File: src/rtl/key_schedule_pkg.sv
// Shared AES constants: round count, FSM encodings, Rcon and the S-box.
package key_schedule_pkg;

  localparam int AES_NR = 10;

  localparam logic [0:0] ST_IDLE = 1'b0;
  localparam logic [0:0] ST_RUN  = 1'b1;

  // Forward S-box, entry 0 in the most significant byte.
  localparam logic [2047:0] SBOX_TBL = {
    128'h637c777bf26b6fc53001672bfed7ab76,
    128'hca82c97dfa5947f0add4a2af9ca472c0,
    128'hb7fd9326363ff7cc34a5e5f171d83115,
    128'h04c723c31896059a071280e2eb27b275,
    128'h09832c1a1b6e5aa0523bd6b329e32f84,
    128'h53d100ed20fcb15b6acbbe394a4c58cf,
    128'hd0efaafb434d338545f9027f503c9fa8,
    128'h51a3408f929d38f5bcb6da2110fff3d2,
    128'hcd0c13ec5f974417c4a77e3d645d1973,
    128'h60814fdc222a908846eeb814de5e0bdb,
    128'he0323a0a4906245cc2d3ac629195e479,
    128'he7c8376d8dd54ea96c56f4ea657aae08,
    128'hba78252e1ca6b4c6e8dd741f4bbd8b8a,
    128'h703eb5664803f60e613557b986c11d9e,
    128'he1f8981169d98e949b1e87e9ce5528df,
    128'h8ca1890dbfe6426841992d0fb054bb16
  };

  // Entry b lives at bit offset 8*(255-b); 255-b is simply ~b.
  function automatic logic [7:0] sbox(input logic [7:0] b);
    logic [10:0] lsb;
    lsb = {~b, 3'b000};
    return SBOX_TBL[lsb +: 8];
  endfunction

  // Round constant for rounds 1..10; anything else contributes nothing.
  function automatic logic [7:0] rcon(input logic [3:0] i);
    case (i)
      4'd1:    return 8'h01;
      4'd2:    return 8'h02;
      4'd3:    return 8'h04;
      4'd4:    return 8'h08;
      4'd5:    return 8'h10;
      4'd6:    return 8'h20;
      4'd7:    return 8'h40;
      4'd8:    return 8'h80;
      4'd9:    return 8'h1b;
      4'd10:   return 8'h36;
      default: return 8'h00;
    endcase
  endfunction

endpackage

File: src/rtl/key_schedule_if.sv
// Handshake and key bus between the schedule and the round datapath.
interface key_schedule_if;
  logic         iStart;
  logic [0:127] iKey;
  logic         iNext;
  logic [0:127] oKey;
  logic [3:0]   oRound;
  logic         oValid;
  logic         oLast;

  modport master (output iStart, iKey, iNext,
                  input  oKey, oRound, oValid, oLast);
  modport slave  (input  iStart, iKey, iNext,
                  output oKey, oRound, oValid, oLast);
endinterface

File: src/rtl/key_schedule_sub_word.sv
// SubWord: S-box applied independently to each byte lane of a word.
module key_sub_word
  import key_schedule_pkg::*;
#(
  parameter int NUM_LANES = 4,
  parameter int VEC_W     = 8
) (
  input  logic [NUM_LANES-1:0][VEC_W-1:0] din,
  output logic [NUM_LANES-1:0][VEC_W-1:0] dout
);

  for (genvar l = 0; l < NUM_LANES; l++) begin : g_lane
    assign dout[l] = sbox(din[l]);
  end

endmodule

File: src/rtl/key_schedule.sv
// AES-128 key expansion: one round key per iNext, computed on the fly
// from the single registered key (no stored expansion).
module key_schedule
  import key_schedule_pkg::*;
#(
  parameter int NR = AES_NR
) (
  input  logic          iClk,
  input  logic          iRst,
  key_schedule_if.slave bus
);

  localparam logic [3:0] LAST = 4'(NR);

  logic [0:127] key_q;
  logic [3:0]   round_q;
  logic         valid_q;
  logic [0:0]   state_q;

  logic [0:31]  w0, w1, w2, w3, rot, sub, tmp, n0, n1, n2, n3;
  logic [3:0]   round_nxt;

  assign {w0, w1, w2, w3} = key_q;
  assign rot       = {w3[8:31], w3[0:7]};
  assign round_nxt = round_q + 4'd1;

  key_sub_word #(.NUM_LANES(4), .VEC_W(8)) u_sub (
    .din  (rot),
    .dout (sub)
  );

  // Next round key: chained XOR across the four words.
  always_comb begin
    tmp = sub ^ {rcon(round_nxt), 24'h000000};
    n0  = w0 ^ tmp;
    n1  = w1 ^ n0;
    n2  = w2 ^ n1;
    n3  = w3 ^ n2;
  end

  // Control and key register; iStart overrides everything, even in RUN.
  always_ff @(posedge iClk or posedge iRst) begin
    if (iRst) begin
      state_q <= ST_IDLE;
      key_q   <= '0;
      round_q <= '0;
      valid_q <= 1'b0;
    end else if (bus.iStart) begin
      state_q <= ST_RUN;
      key_q   <= bus.iKey;
      round_q <= '0;
      valid_q <= 1'b1;
    end else if (state_q == ST_RUN && bus.iNext) begin
      if (round_q < LAST) begin
        key_q   <= {n0, n1, n2, n3};
        round_q <= round_nxt;
      end else begin
        // Final key consumed; key and index stay visible but invalid.
        valid_q <= 1'b0;
        state_q <= ST_IDLE;
      end
    end
  end

  assign bus.oKey   = key_q;
  assign bus.oRound = round_q;
  assign bus.oValid = valid_q;
  assign bus.oLast  = valid_q && (round_q == LAST);

endmodule

File: src/flat_wrapper.sv
// flat-port wrapper written by rule: the top's interface ports become plain ports
module key_schedule_flat import key_schedule_pkg::*;
#(
  parameter int NR = AES_NR
)
  (iClk, iRst, bus_iStart, bus_iKey, bus_iNext, bus_oKey, bus_oRound, bus_oValid, bus_oLast);
  key_schedule_if bus_i ();
  input  logic iClk;
  input  logic iRst;
  input wire logic [$bits(bus_i.iStart)-1:0] bus_iStart;
  input wire logic [$bits(bus_i.iKey)-1:0] bus_iKey;
  input wire logic [$bits(bus_i.iNext)-1:0] bus_iNext;
  output wire logic [$bits(bus_i.oKey)-1:0] bus_oKey;
  output wire logic [$bits(bus_i.oRound)-1:0] bus_oRound;
  output wire logic [$bits(bus_i.oValid)-1:0] bus_oValid;
  output wire logic [$bits(bus_i.oLast)-1:0] bus_oLast;
  assign bus_i.iStart = bus_iStart;
  assign bus_i.iKey = bus_iKey;
  assign bus_i.iNext = bus_iNext;
  assign bus_oKey = bus_i.oKey;
  assign bus_oRound = bus_i.oRound;
  assign bus_oValid = bus_i.oValid;
  assign bus_oLast = bus_i.oLast;
  key_schedule #(.NR(NR)) u_core (.iClk(iClk), .iRst(iRst), .bus(bus_i));
endmodule
File: config.mk
export PLATFORM = sky130hd
export DESIGN_NAME = key_schedule_flat
export DESIGN_NICKNAME = d
export VERILOG_FILES = /design/src/rtl/key_schedule_pkg.sv /design/src/rtl/key_schedule_if.sv /design/src/rtl/key_schedule_sub_word.sv /design/src/rtl/key_schedule.sv /design/src/flat_wrapper.sv
export SDC_FILE = /design/constraint.sdc
export NUM_CORES = 1
export LEC_CHECK = 0
export CELL_PAD_IN_SITES_DETAIL_PLACEMENT = 1
export CELL_PAD_IN_SITES_GLOBAL_PLACEMENT = 1
export CORE_ASPECT_RATIO = 0.5
export CORE_MARGIN = 8
export CORE_UTILIZATION = 39
export CTS_BUF_LIST = sky130_fd_sc_hd__clkbuf_2 sky130_fd_sc_hd__clkbuf_4 sky130_fd_sc_hd__clkbuf_8
export CTS_CLUSTER_DIAMETER = 80
export CTS_CLUSTER_SIZE = 12
export DETAILED_ROUTE_END_ITERATION = 16
export PLACE_DENSITY = 0.78
export SETUP_SLACK_MARGIN = 0.15
export SLEW_MARGIN = 20
export SYNTH_ARGS = -nofsm -noshare
export SYNTH_HDL_FRONTEND = slang
export SYNTH_SLANG_ARGS = --single-unit
File: constraint.sdc
create_clock -name iClk -period 4.3 [get_ports iClk]
set_input_delay 0.86 -clock iClk [delete_from_list [all_inputs] [get_ports iClk]]
set_output_delay 0.86 -clock iClk [all_outputs]
set_load 0.005 [all_outputs]
**Yosys cells after proc, flatten, opt, wreduce, memory -nomap -nowiden**

Memories as Yosys holds them, arrays and structs flattened.
Index checks and enable logic that the tools add are counted.

- Bits of input ports: 132
- Memories: 1
- Output and inout port bits: 134
- Bits in read-only memories: 128
- Word-level logic and storage cells: 36
- Bits in registers: 133

Memory list:

| memory | words | width | rd ports | clocked after Yosys merged registers in | write ports | line | source |
|---|---|---|---|---|---|---|---|
| (name not given) | 16 | 8 | 1 | 0 | 0 | key_schedule_pkg.sv:38 | `case (i)` |

- Reduce and logical (&&, ||, !) cells: 6
- $add $sub $neg: 1
- Mux-type cells: 9
- Shift operators: 4
- Magnitude comparators: 1
- Bitwise logic cells: 9
- Equality and inequality tests: 2

Operators by type and width:

| kind | count |
|---|---|
| $shiftx A2048 B12 Y8 const A | 4 |
| $mux W128 | 3 |
| $xor A32 B32 Y32 | 5 |
| $not A8 Y8 | 4 |
| $mux W4 | 3 |
| $add A4 B1 Y4 const B | 1 |
| $eq A4 B4 Y1 const B | 1 |
| $lt A4 B4 Y1 const B | 1 |
| $reduce_and A2 Y1 | 2 |
| $reduce_bool A2 Y1 | 2 |
| $mux W1 | 3 |
| $logic_and A1 B1 Y1 | 2 |
| $ne A2 B2 Y1 const B | 1 |

**Logic depth before layout (Yosys ltp)**

Gate-level depths: netlist of the first run.

- Depth in word-level cells: 10
- Gate-level depth with buffers: 15
- Mapped depth without buffers: 11

**Cells and area by module**

Synthesis of the first run repeated with hierarchy kept, for this count alone.

- Cells, all modules: 3,048
- Area total of the unflattened synthesis: 21,166.6 µm²

Modules (own cells, without submodules):

| module | area an instance (µm²) | times used | cells each | seq. area each (µm²) |
|---|---|---|---|---|
| key_sub_word | 13,446.6 | 1 | 2,194 | 0.0 |
| key_schedule | 7,719.9 | 1 | 854 | 3,328.2 |

**Worst setup path after synthesis of the first run**

OpenSTA, ideal clock, no wires.

- Kind: register -> register
- From: register u_core.key_q, in the netlist u_core.bus.oKey[126]
- To: register u_core.key_q, in the netlist u_core.bus.oKey[82]
- Data arrival time: 3.581 ns
- Slack: 0.594 ns
- Cell stages (with the launch flop): 14
- Path buffers: 2
- Required time: 4.175 ns
- Period minus slack after synthesis: 3.706 ns
- Library setup time: 0.125 ns
- Cell sequence: dfrtp_1 -> buf_2 -> inv_1 -> ha_1 -> buf_2 -> nor2b_1 -> nor2_1 -> mux4_2 -> mux2_2 -> mux4_2 -> xnor2_1 -> nand2_1 -> xnor2_1 -> mux2_2

- Longest elaborated chain between the ends: 9

RTL lines:

| item | line | source |
|---|---|---|
| start, declared | key_schedule.sv:15 | `logic [0:127] key_q;` |
| start signal, assigned | key_schedule.sv:50 | `key_q <= bus.iKey;` |
| start signal, assigned | key_schedule.sv:55 | `key_q <= {n0, n1, n2, n3};` |
| $not A8 Y8 | key_schedule_pkg.sv:32 | `lsb = {~b, 3'b000};` |
| $shiftx A2048 B12 Y8 | key_schedule_pkg.sv:33 | `return SBOX_TBL[lsb +: 8];` |
| $xor A32 B32 Y32 | key_schedule.sv:34 | `tmp = sub ^ {rcon(round_nxt), 24'h000000};` |
| $xor A32 B32 Y32 | key_schedule.sv:35 | `n0 = w0 ^ tmp;` |
| $xor A32 B32 Y32 | key_schedule.sv:36 | `n1 = w1 ^ n0;` |
| $xor A32 B32 Y32 | key_schedule.sv:37 | `n2 = w2 ^ n1;` |
| $mux W128 | key_schedule.sv:54 | `if (round_q < LAST) begin` |
| $mux W128 | key_schedule.sv:53 | `end else if (state_q == ST_RUN && bus.iNext) begin` |
| $mux W128 | key_schedule.sv:48 | `end else if (bus.iStart) begin` |

Every way passes these cells. The select of a mux whose other input is x is not followed.
A chain may end at the register's enable or synchronous reset.

**Final worst setup path of the first run**

- From: register u_core.key_q, in the netlist u_core.bus.oKey[103]
- To: register u_core.key_q, in the netlist u_core.bus.oKey[120]

- Longest elaborated chain between the ends: 10

RTL lines:

| item | line | source |
|---|---|---|
| $not A8 Y8 | key_schedule_pkg.sv:32 |  |
| $shiftx A2048 B12 Y8 | key_schedule_pkg.sv:33 |  |
| $xor A32 B32 Y32 | key_schedule.sv:34 |  |
| $xor A32 B32 Y32 | key_schedule.sv:35 |  |
| $xor A32 B32 Y32 | key_schedule.sv:36 |  |
| $xor A32 B32 Y32 | key_schedule.sv:37 |  |
| $xor A32 B32 Y32 | key_schedule.sv:38 | `n3 = w3 ^ n2;` |
| $mux W128 | key_schedule.sv:54 |  |
| $mux W128 | key_schedule.sv:53 |  |
| $mux W128 | key_schedule.sv:48 |  |

Every way passes these cells. The select of a mux whose other input is x is not followed.

==> results of run 1 <==
==> metrics by stage <==
stage | std cells | setup WS [ps]
2_1_floorplan | 3113 | 594
3_3_place_gp | 3952 | 336
3_5_place_dp | 3952 | 374
4_1_cts | 3984 | 288
5_1_grt | 4001 | 138
6_report | 4002 | 173
==> cells by family (layout without fill, tap and decap cells) <==
| logic type | after synthesis | in the layout |
|---|---|---|
| buf+inv | 408 | 511 |
| compound gates | 1009 | 1009 |
| flops | 133 | 133 |
| fa+ha+maj | 67 | 67 |
| xor+xnor | 226 | 226 |
| simple gates | 1141 | 1141 |
| other cells | 0 | 18 |
| mux | 129 | 129 |
==> what timing repair did <==
item	CTS	global route
buffers inserted	0	0
endpoints found under the setup margin	0	2
resized for setup	0	1
hold buffers	0	0
==> metal layers <==
metal / global-route usage [%] / wire length, um / vias up
met2: 51.8 / 53500 / 1725
met1: 43.8 / 47600 / 13600
met5: 0 / 13 / -
met3: 5.97 / 11700 / 299
met4: 13.9 / 5270 / 2
li1: - / - / 11700
==> cell usage in the layout, fill, tap and decap left out, types with 89 or more instances in the layout <==
| cell | Yosys | routed |
|---|---|---|
| a21oi_1 | 175 | 175 |
| buf_4 | 30 | 144 |
| clkdlybuf4s50_1 | 0 | 264 |
| dfrtp_1 | 133 | 120 |
| nand2_1 | 321 | 321 |
| nand2b_1 | 106 | 106 |
| nor2_1 | 209 | 209 |
| nor2b_1 | 89 | 89 |
| o21ai_0 | 233 | 233 |
| xnor2_1 | 150 | 150 |
==> cell type report <==
type | count | area, um2
fillers | 7070 | 31000
multi-input cells | 2572 | 17800
repair buffers | 422 | 4000
flip-flops and latches | 133 | 3360
well taps | 768 | 961
clock buffers | 22 | 272
inverters | 57 | 218
clock inverters | 10 | 204
diodes | 18 | 45.0
==> worst register-to-register path: cells and delay by family, from the launching register on <==
kind                       cells  cell delay, ps
xor gates and xnor gates       1             240
adders and majority gates      1             480
AOI/OAI and AO/OA              3            1320
buffers and inverters          1             250
DFF                            1             380
and+or+nand+nor                5            1400
==> state kept, by name (all words and copies together), names as in the netlist <==
register and cells:
u_core.bus.oRound 4, u_core.bus.oKey 128, u_core.state_q 1
==> how the worst max path moves through the flow <==
stage                                          start                                to  depth (start not counted)
finish              u_core.bus.oKey[103]$_DFFE_PP0P_  u_core.bus.oKey[120]$_DFFE_PP0P_                         11
global route        u_core.bus.oKey[103]$_DFFE_PP0P_  u_core.bus.oKey[120]$_DFFE_PP0P_                         11
CTS                 u_core.bus.oKey[111]$_DFFE_PP0P_  u_core.bus.oKey[101]$_DFFE_PP0P_                         12
detailed placement  u_core.bus.oKey[111]$_DFFE_PP0P_  u_core.bus.oKey[101]$_DFFE_PP0P_                         12
global placement    u_core.bus.oKey[103]$_DFFE_PP0P_  u_core.bus.oKey[120]$_DFFE_PP0P_                         11
floorplan           u_core.bus.oKey[126]$_DFFE_PP0P_   u_core.bus.oKey[82]$_DFFE_PP0P_                         13
==> results.tsv, run 1 <==
stage	metric	value	unit
logic_synthesis	largest family of logic cells by synthesized area	compound AO/OA/AOI/OAI gates	
sta	period utilisation layout	96.0	%
logic_synthesis	post-synthesis sequential area ratio	14.5	%
global_routing	initial antenna violation count	18	
clock_network	H-tree depth	4	
sta	Slew Viols, Final	0	
clock_network	CTS Sinks	133	
finish	Core Util, Final	46.4	%
logic_synthesis	number of flops mapped to enable cells by yosys	0	
finish	share of post-route cells with drive strength above 1	11.1	%
placed_design	GP Congestion	1.04	
logic_synthesis	Synth area leaders	dfrtp_1 (15%), mux4_2 (5.9%), xnor2_1 (5.7%)	
logic_synthesis	Yosys Warn Count	0	
setup_path	CP endpoint kind	flip-flop	
detailed_routing	Routed WL	118	mm
logic_synthesis	Main synth FF type	dfrtp_1	
min_path	Hold Path End	u_core.bus.oKey[52]$_DFFE_PP0P_	
run	maxcap violations	0	
finish	Finished Cell Area	26800	um2
logic_synthesis	share of Yosys cell area claimed by the top area cell type	14.5	%
placed_design	post-DP HPWL	84.8	mm
sta	Fin Clk Skew	27.2	ps
logic_synthesis	Mapped Area	22900	um2
clock_network	clock insertion delay at the later pin of the skew report	480	ps
logic_synthesis	Unique masters post-synth	102	
logic_synthesis	Post-synth top cells	nand2_1 (321), o21ai_0 (233), nor2_1 (209), a21oi_1 (175), clkbuf_1 (162)	
floorplan	row cnt	62	
logic_synthesis	Synth Area in Simple Gates	25.1	%
detailed_routing	DRC	0	
min_path	Worst Hold Launch	u_core.bus.oKey[52]$_DFFE_PP0P_	
detailed_routing	drt first-iter violations	3916	
floorplan	Core Region	57800	um2
clock_network	CTS tree	yes	
finish	Area growth, synth to finish	16.9	%
logic_synthesis	most numerous cell in the Yosys netlist	nand2_1	
floorplan	Die W	359	um
setup_path	critical path required time	4700	ps
placed_design	IO buf count	265	
clock_network	register clock-pin slew on the reported worst setup and hold paths	90	ps
setup_path	R2R depth	11	
logic_synthesis	Synth Area in Adders	3.64	%
sta	setup_tns	0	ps
logic_synthesis	Post-Syn Nets	3308	
status	status	complete, no violations	
logic_synthesis	Avg Inst Size Synth	7.37	um2
detailed_routing	drt first pass iters	5	
logic_synthesis	Synth area leader	dfrtp_1	
detailed_routing	ANT nets after route	0	
detailed_routing	vias per cell	6.85	
global_routing	GR Overflow Total	0	
floorplan	die footprint	67300	um2
sta	unrepaired setup endpoints after global routing	no	
clock_network	clk buf depth	2	
global_routing	pin count of the biggest net entering global routing	220	
setup_path	Largest stage delay, worst path	600	ps
placed_design	Post-DP Area	26300	um2
setup_path	reg2reg setup slack	170	ps
global_routing	GRT Total Usage	32.8	%
setup_path	CP bufs+invs	1	
finish	nets@finish	3398	
logic_synthesis	#FFs+latches synth	133	
sta	Final setup violation count	0	
sta	Slew HR	40.0	%
floorplan	Die Span Y	188	um
setup_path	crit path DAT	4530	ps
setup_path	Critical Path, Cell by Cell	buf_4 -> ha_1 -> nor2b_1 -> or3_1 -> o21ai_0 -> a221oi_1 -> nor2_1 -> o41ai_2 -> xnor2_1 -> or4_1 -> nand3_1	
setup_path	critical path's top delay family	simple AND/OR/NAND/NOR gates	
detailed_routing	DR WL/cell	29.5	um
logic_synthesis	Syn Inst Count	3113	
setup_path	crit-path max FO	27	
sta	min Tclk post-route	4130	ps
setup_path	Startpoint Class	flip-flop	
sta	final hold slack	588	ps
sta	worst-margin pin slew	901	ps
sta	Final Hold Violating Endpoints	0	
logic_synthesis	XOR/XNOR Fraction of Synth Area	9.26	%
logic_synthesis	share of flip-flops with an asynchronous set or reset	100	%
setup_path	FF-to-FF End	u_core.bus.oKey[120]$_DFFE_PP0P_	
global_routing	global-route wire length before repair	177	mm
min_path	Hold Crit Class	reg -> reg	
logic_synthesis	Synth Area in Compound Gates	30.3	%
sta	f_max	242	MHz
setup_path	worst-path cell with the longest stage delay	o41ai_2	
detailed_routing	DR vias	27400	
clock_network	CTS buffer count	17	
clock_network	Clock Tree Root	clkbuf_8	
setup_path	Reg-to-Reg Start	u_core.bus.oKey[103]$_DFFE_PP0P_	
floorplan	IO Count	266	
min_path	worst hold path cell count	2	
logic_synthesis	multiplexer area fraction after synthesis	9.09	%
floorplan	Initial Util	39.7	%
setup_path	kind of critical path	reg -> reg	
global_routing	number of global-route vias before repair	26900	
Power of run 1 is left out: the tool's default activity adds up to more than one toggle a clock period on the data nets, which glitch-free logic cannot reach.
==> run 2: changes to the inputs <==
--- a/config.mk
+++ b/config.mk
@@ -9,7 +9,7 @@
 export CELL_PAD_IN_SITES_GLOBAL_PLACEMENT = 1
 export CORE_ASPECT_RATIO = 0.5
 export CORE_MARGIN = 8
-export CORE_UTILIZATION = 39
+export CORE_UTILIZATION = 38
 export CTS_BUF_LIST = sky130_fd_sc_hd__clkbuf_2 sky130_fd_sc_hd__clkbuf_4 sky130_fd_sc_hd__clkbuf_8
 export CTS_CLUSTER_DIAMETER = 80
 export CTS_CLUSTER_SIZE = 12
@@ -19,4 +19,5 @@
 export SLEW_MARGIN = 20
 export SYNTH_ARGS = -nofsm -noshare
 export SYNTH_HDL_FRONTEND = slang
+export SYNTH_HIERARCHICAL = 1
 export SYNTH_SLANG_ARGS = --single-unit
==> run 2 against run 1 <==
Non-clock buffer count up 28. Core utilization decreased by 0.36 points. Final area fell by 5.1%. Setup slack improved by 25 ps. Area after synthesis is 7.7% lower. Via count decreased by 1.7%. Critical path type unchanged. Die area shrank 5.0%. Maximum frequency rose by 0.60%. Clock skew shrank 1.4 ps. First-iteration DRC count grew 3.0%.
==> results.tsv, run 2 <==
stage	metric	value	unit	change
clock_network	CTS buffer count	17		unchanged
logic_synthesis	number of flops mapped to enable cells by yosys	0		unchanged
sta	unrepaired setup endpoints after global routing	yes		
finish	Area growth, synth to finish	20.2	%	
global_routing	initial antenna violation count	9		-9
placed_design	IO buf count	265		unchanged
min_path	Hold Crit Class	reg -> reg		
setup_path	CP Capture Point	u_core/bus.oKey[103]$_DFFE_PP0P_		
finish	most common cell after layout, fill and taps aside	nand2_1		
clock_network	CTS Sinks	133		unchanged
detailed_routing	drt first-iter violations	4034		+3.0%
detailed_routing	vias per cell	6.79		-0.87%
floorplan	IO Count	266		unchanged
logic_synthesis	post-synthesis sequential area ratio	15.7	%	+1.2 points
clock_network	clock insertion delay at the later pin of the skew report	500	ps	+20 ps
logic_synthesis	share of Yosys cell area claimed by the top area cell type	15.7	%	+1.2 points
status	status	complete, no violations		
sta	worst-margin pin slew	1020	ps	+124 ps
setup_path	kind of critical path	reg -> reg		
finish	commonest non-fill, non-tap cells in the layout	nand2_1 (369), o21ai_0 (329), clkdlybuf4s50_1 (264), nor2_1 (237), a21oi_1 (222)		
setup_path	Reg-to-Reg Start	u_core/bus.oKey[111]$_DFFE_PP0P_		
sta	f_max	244	MHz	+0.60%
setup_path	R2R depth	13		+2
placed_design	GP Congestion	1.07		+3.3%
detailed_routing	drt first pass iters	8		+3
detailed_routing	WL met1	44.1	mm	-7.3%
finish	max FFs per register	128		unchanged
sta	setup ws final	198	ps	+24.7 ps
floorplan	Die Span Y	183	um	-2.5%
sta	Slew HR	31.1	%	-8.9 points
logic_synthesis	Post-Syn Nets	3245		-1.9%
global_routing	pin count of the biggest net entering global routing	114		-48%
global_routing	number of global-route vias before repair	26600		-1.4%
detailed_routing	DRC	0		unchanged
sta	Final setup violation count	0		unchanged
floorplan	Core Region	55300	um2	-4.4%
sta	Final Hold Violating Endpoints	0		unchanged
clock_network	CTS tree	yes		
setup_path	Startpoint Class	flip-flop		
setup_path	worst-path cell with the longest stage delay	xnor3_1		
global_routing	GR Overflow Total	0		unchanged
detailed_routing	DR WL/cell	29.3	um	-0.67%
detailed_routing	Routed WL	116	mm	-1.5%
sta	Slew Viols, Final	0		unchanged
setup_path	worst setup path start	u_core/bus.oKey[111]$_DFFE_PP0P_		
logic_synthesis	Post-synth top cells	nand2_1 (369), o21ai_0 (329), nor2_1 (239), a21oi_1 (223), clkbuf_1 (169)		
setup_path	CP endpoint kind	flip-flop		
logic_synthesis	#FFs+latches synth	133		unchanged
logic_synthesis	Avg Inst Size Synth	6.94	um2	-5.8%
finish	footprint of the multi-input gates	16400	um2	-7.9%
clock_network	register clock-pin slew on the reported worst setup and hold paths	100	ps	about the same
detailed_routing	DR vias	26900		-1.7%
clock_network	Clock Tree Root	clkbuf_8		
finish	Register Area	3360	um2	unchanged
finish	Core Util, Final	46.1	%	-0.36 points
finish	FILL cells	7015		-0.78%
global_routing	GRT Total Usage	34.3	%	+1.5 points
sta	min Tclk post-route	4100	ps	-24.7 ps
setup_path	reg2reg setup slack	200	ps	+20 ps
sta	Fin Clk Skew	25.8	ps	-1.44 ps
floorplan	row cnt	61		-1.6%
detailed_routing	DR WL met3	10.0	mm	-14%
detailed_routing	Top Layer Used	met4		
logic_synthesis	Synth area leader	dfrtp_1		
detailed_routing	metal2 WL	54.3	mm	+1.5%
finish	share of post-route cells with drive strength above 1	10.2	%	-0.90 points
detailed_routing	ANT nets after route	0		unchanged
logic_synthesis	most numerous cell in the Yosys netlist	nand2_1		
setup_path	Largest stage delay, worst path	510	ps	-90 ps
global_routing	global-route wire length before repair	172	mm	-2.5%
setup_path	critical path required time	4620	ps	-80 ps
clock_network	clk buf depth	2		unchanged
setup_path	crit path DAT	4420	ps	-110 ps
setup_path	FF-to-FF End	u_core/bus.oKey[103]$_DFFE_PP0P_		
logic_synthesis	share of flip-flops with an asynchronous set or reset	100	%	unchanged
setup_path	crit-path max FO	18		-33%
floorplan	Initial Util	38.3	%	-1.4 points
sta	period utilisation layout	95.4	%	-0.58 points
floorplan	Die W	350	um	-2.6%
run	maxcap violations	0		unchanged
floorplan	die footprint	64000	um2	-5.0%
clock_network	CTS Hold Bufs	0		unchanged
logic_synthesis	Syn Inst Count	3048		-2.1%
logic_synthesis	Yosys Warn Count	6		+6
clock_network	H-tree depth	4		unchanged
setup_path	Critical Path, Cell by Cell	inv_1 -> ha_1 -> buf_4 -> nand2_1 -> o21ai_0 -> mux4_2 -> o211ai_1 -> o311ai_1 -> xnor3_1 -> xnor3_1 -> nand2_1 -> xor2_1 -> o21ai_0		
placed_design	post-DP HPWL	85.4	mm	+0.67%
finish	nets@finish	3389		-0.26%
logic_synthesis	Synth area leaders	dfrtp_1 (16%), o21ai_0 (7.8%), nand2_1 (6.5%)		
logic_synthesis	Unique masters post-synth	89		-13%
logic_synthesis	Mapped Area	21200	um2	-7.7%
logic_synthesis	Main synth FF type	dfrtp_1		
placed_design	pre-CTS WS	-221	ps	-595 ps
==> run 2: changes by cell type after synthesis, moves of 27 or more <==
cell and delta:
buf_2 -32, nor2_1 +30, mux4_2 -40, o21ai_0 +96, xor2_1 +44, nand2_1 +48, a21oi_1 +48, xnor2_1 -27
==> run 2: per-layer routing <==
| metal | global-route usage (%) | vias to the layer above |
|---|---|---|
| li1 | - | 11500 |
| met5 | 0 | - |
| met3 | 4.60 | 466 |
| met2 | 57.7 | 1816 |
| met4 | 19.8 | 0 |
| met1 | 42.2 | 13200 |
==> run 2: area by class of cell <==
cell class	count	share of cell area (%)
multi-input cells	2545	64.3
diodes	9	0.0885
clock buffers	17	0.919
inverters	45	0.693
well taps	756	3.72
repair buffers	450	16.5
flip-flops and latches	133	13.2
clock inverters	15	0.619
==> run 2: worst min path at each step <==
| stage | endpoint | start | slack [ps] | depth (start not counted) |
|---|---|---|---|---|
| floorplan | u_core/state_q$_DFFE_PP0P_ | u_core/state_q$_DFFE_PP0P_ | 550 | 2 |
| global placement | u_core/bus.oKey[42]$_DFFE_PP0P_ | u_core/bus.oKey[42]$_DFFE_PP0P_ | 590 | 2 |
| detailed placement | u_core/bus.oKey[45]$_DFFE_PP0P_ | u_core/bus.oKey[45]$_DFFE_PP0P_ | 610 | 2 |
| CTS | u_core/bus.oKey[38]$_DFFE_PP0P_ | u_core/bus.oKey[38]$_DFFE_PP0P_ | 630 | 2 |
| global route | u_core/bus.oKey[85]$_DFFE_PP0P_ | u_core/bus.oKey[85]$_DFFE_PP0P_ | 670 | 2 |
| finish | u_core/bus.oKey[45]$_DFFE_PP0P_ | u_core/bus.oKey[45]$_DFFE_PP0P_ | 630 | 2 |
==> run 2: repair_timing <==
action | 4_1_cts | 5_1_grt
endpoints found under the setup margin | 11 | 19
gates resized for setup | 8 | 26
buffers inserted | 0 | 1
hold endpoints to repair | 0 | 0
pin swaps | 0 | 1
==> run 2: cell families after synthesis <==
family / count (synthesis) / share of synthesized area, %
AO/OA/AOI/OAI: 1094 / 34.2
adder cells (fa/ha/maj): 65 / 3.84
XOR/XNOR: 241 / 10.5
AND/OR/NAND/NOR: 1093 / 24.5
multiplexers: 52 / 3.71
buffers and inverters: 370 / 7.60
flip-flops: 133 / 15.7
==> run 2: critical path: cells and delay by family, from the launching register on <==
kind,cells,cell delay (ps)
AO/OA/AOI/OAI,4,920
XOR/XNOR,3,910
adder cells (fa/ha/maj),1,280
buffers and inverters,2,410
flip-flops,1,390
multiplexers,1,480
AND/OR/NAND/NOR,2,520
==> run 2: through the flow <==
stage               TNS, ps  instance area (um2)  instances  hold slack (ps)
finish                    0                25500       3970              625
global route              0                25500       3970              670
CTS                       0                25300       3960              630
detailed placement     -305                24900       3928              606
global placement       -197                24900       3928              592
floorplan                 0                21200       3048              554
Power of run 2 is left out for the same reason.
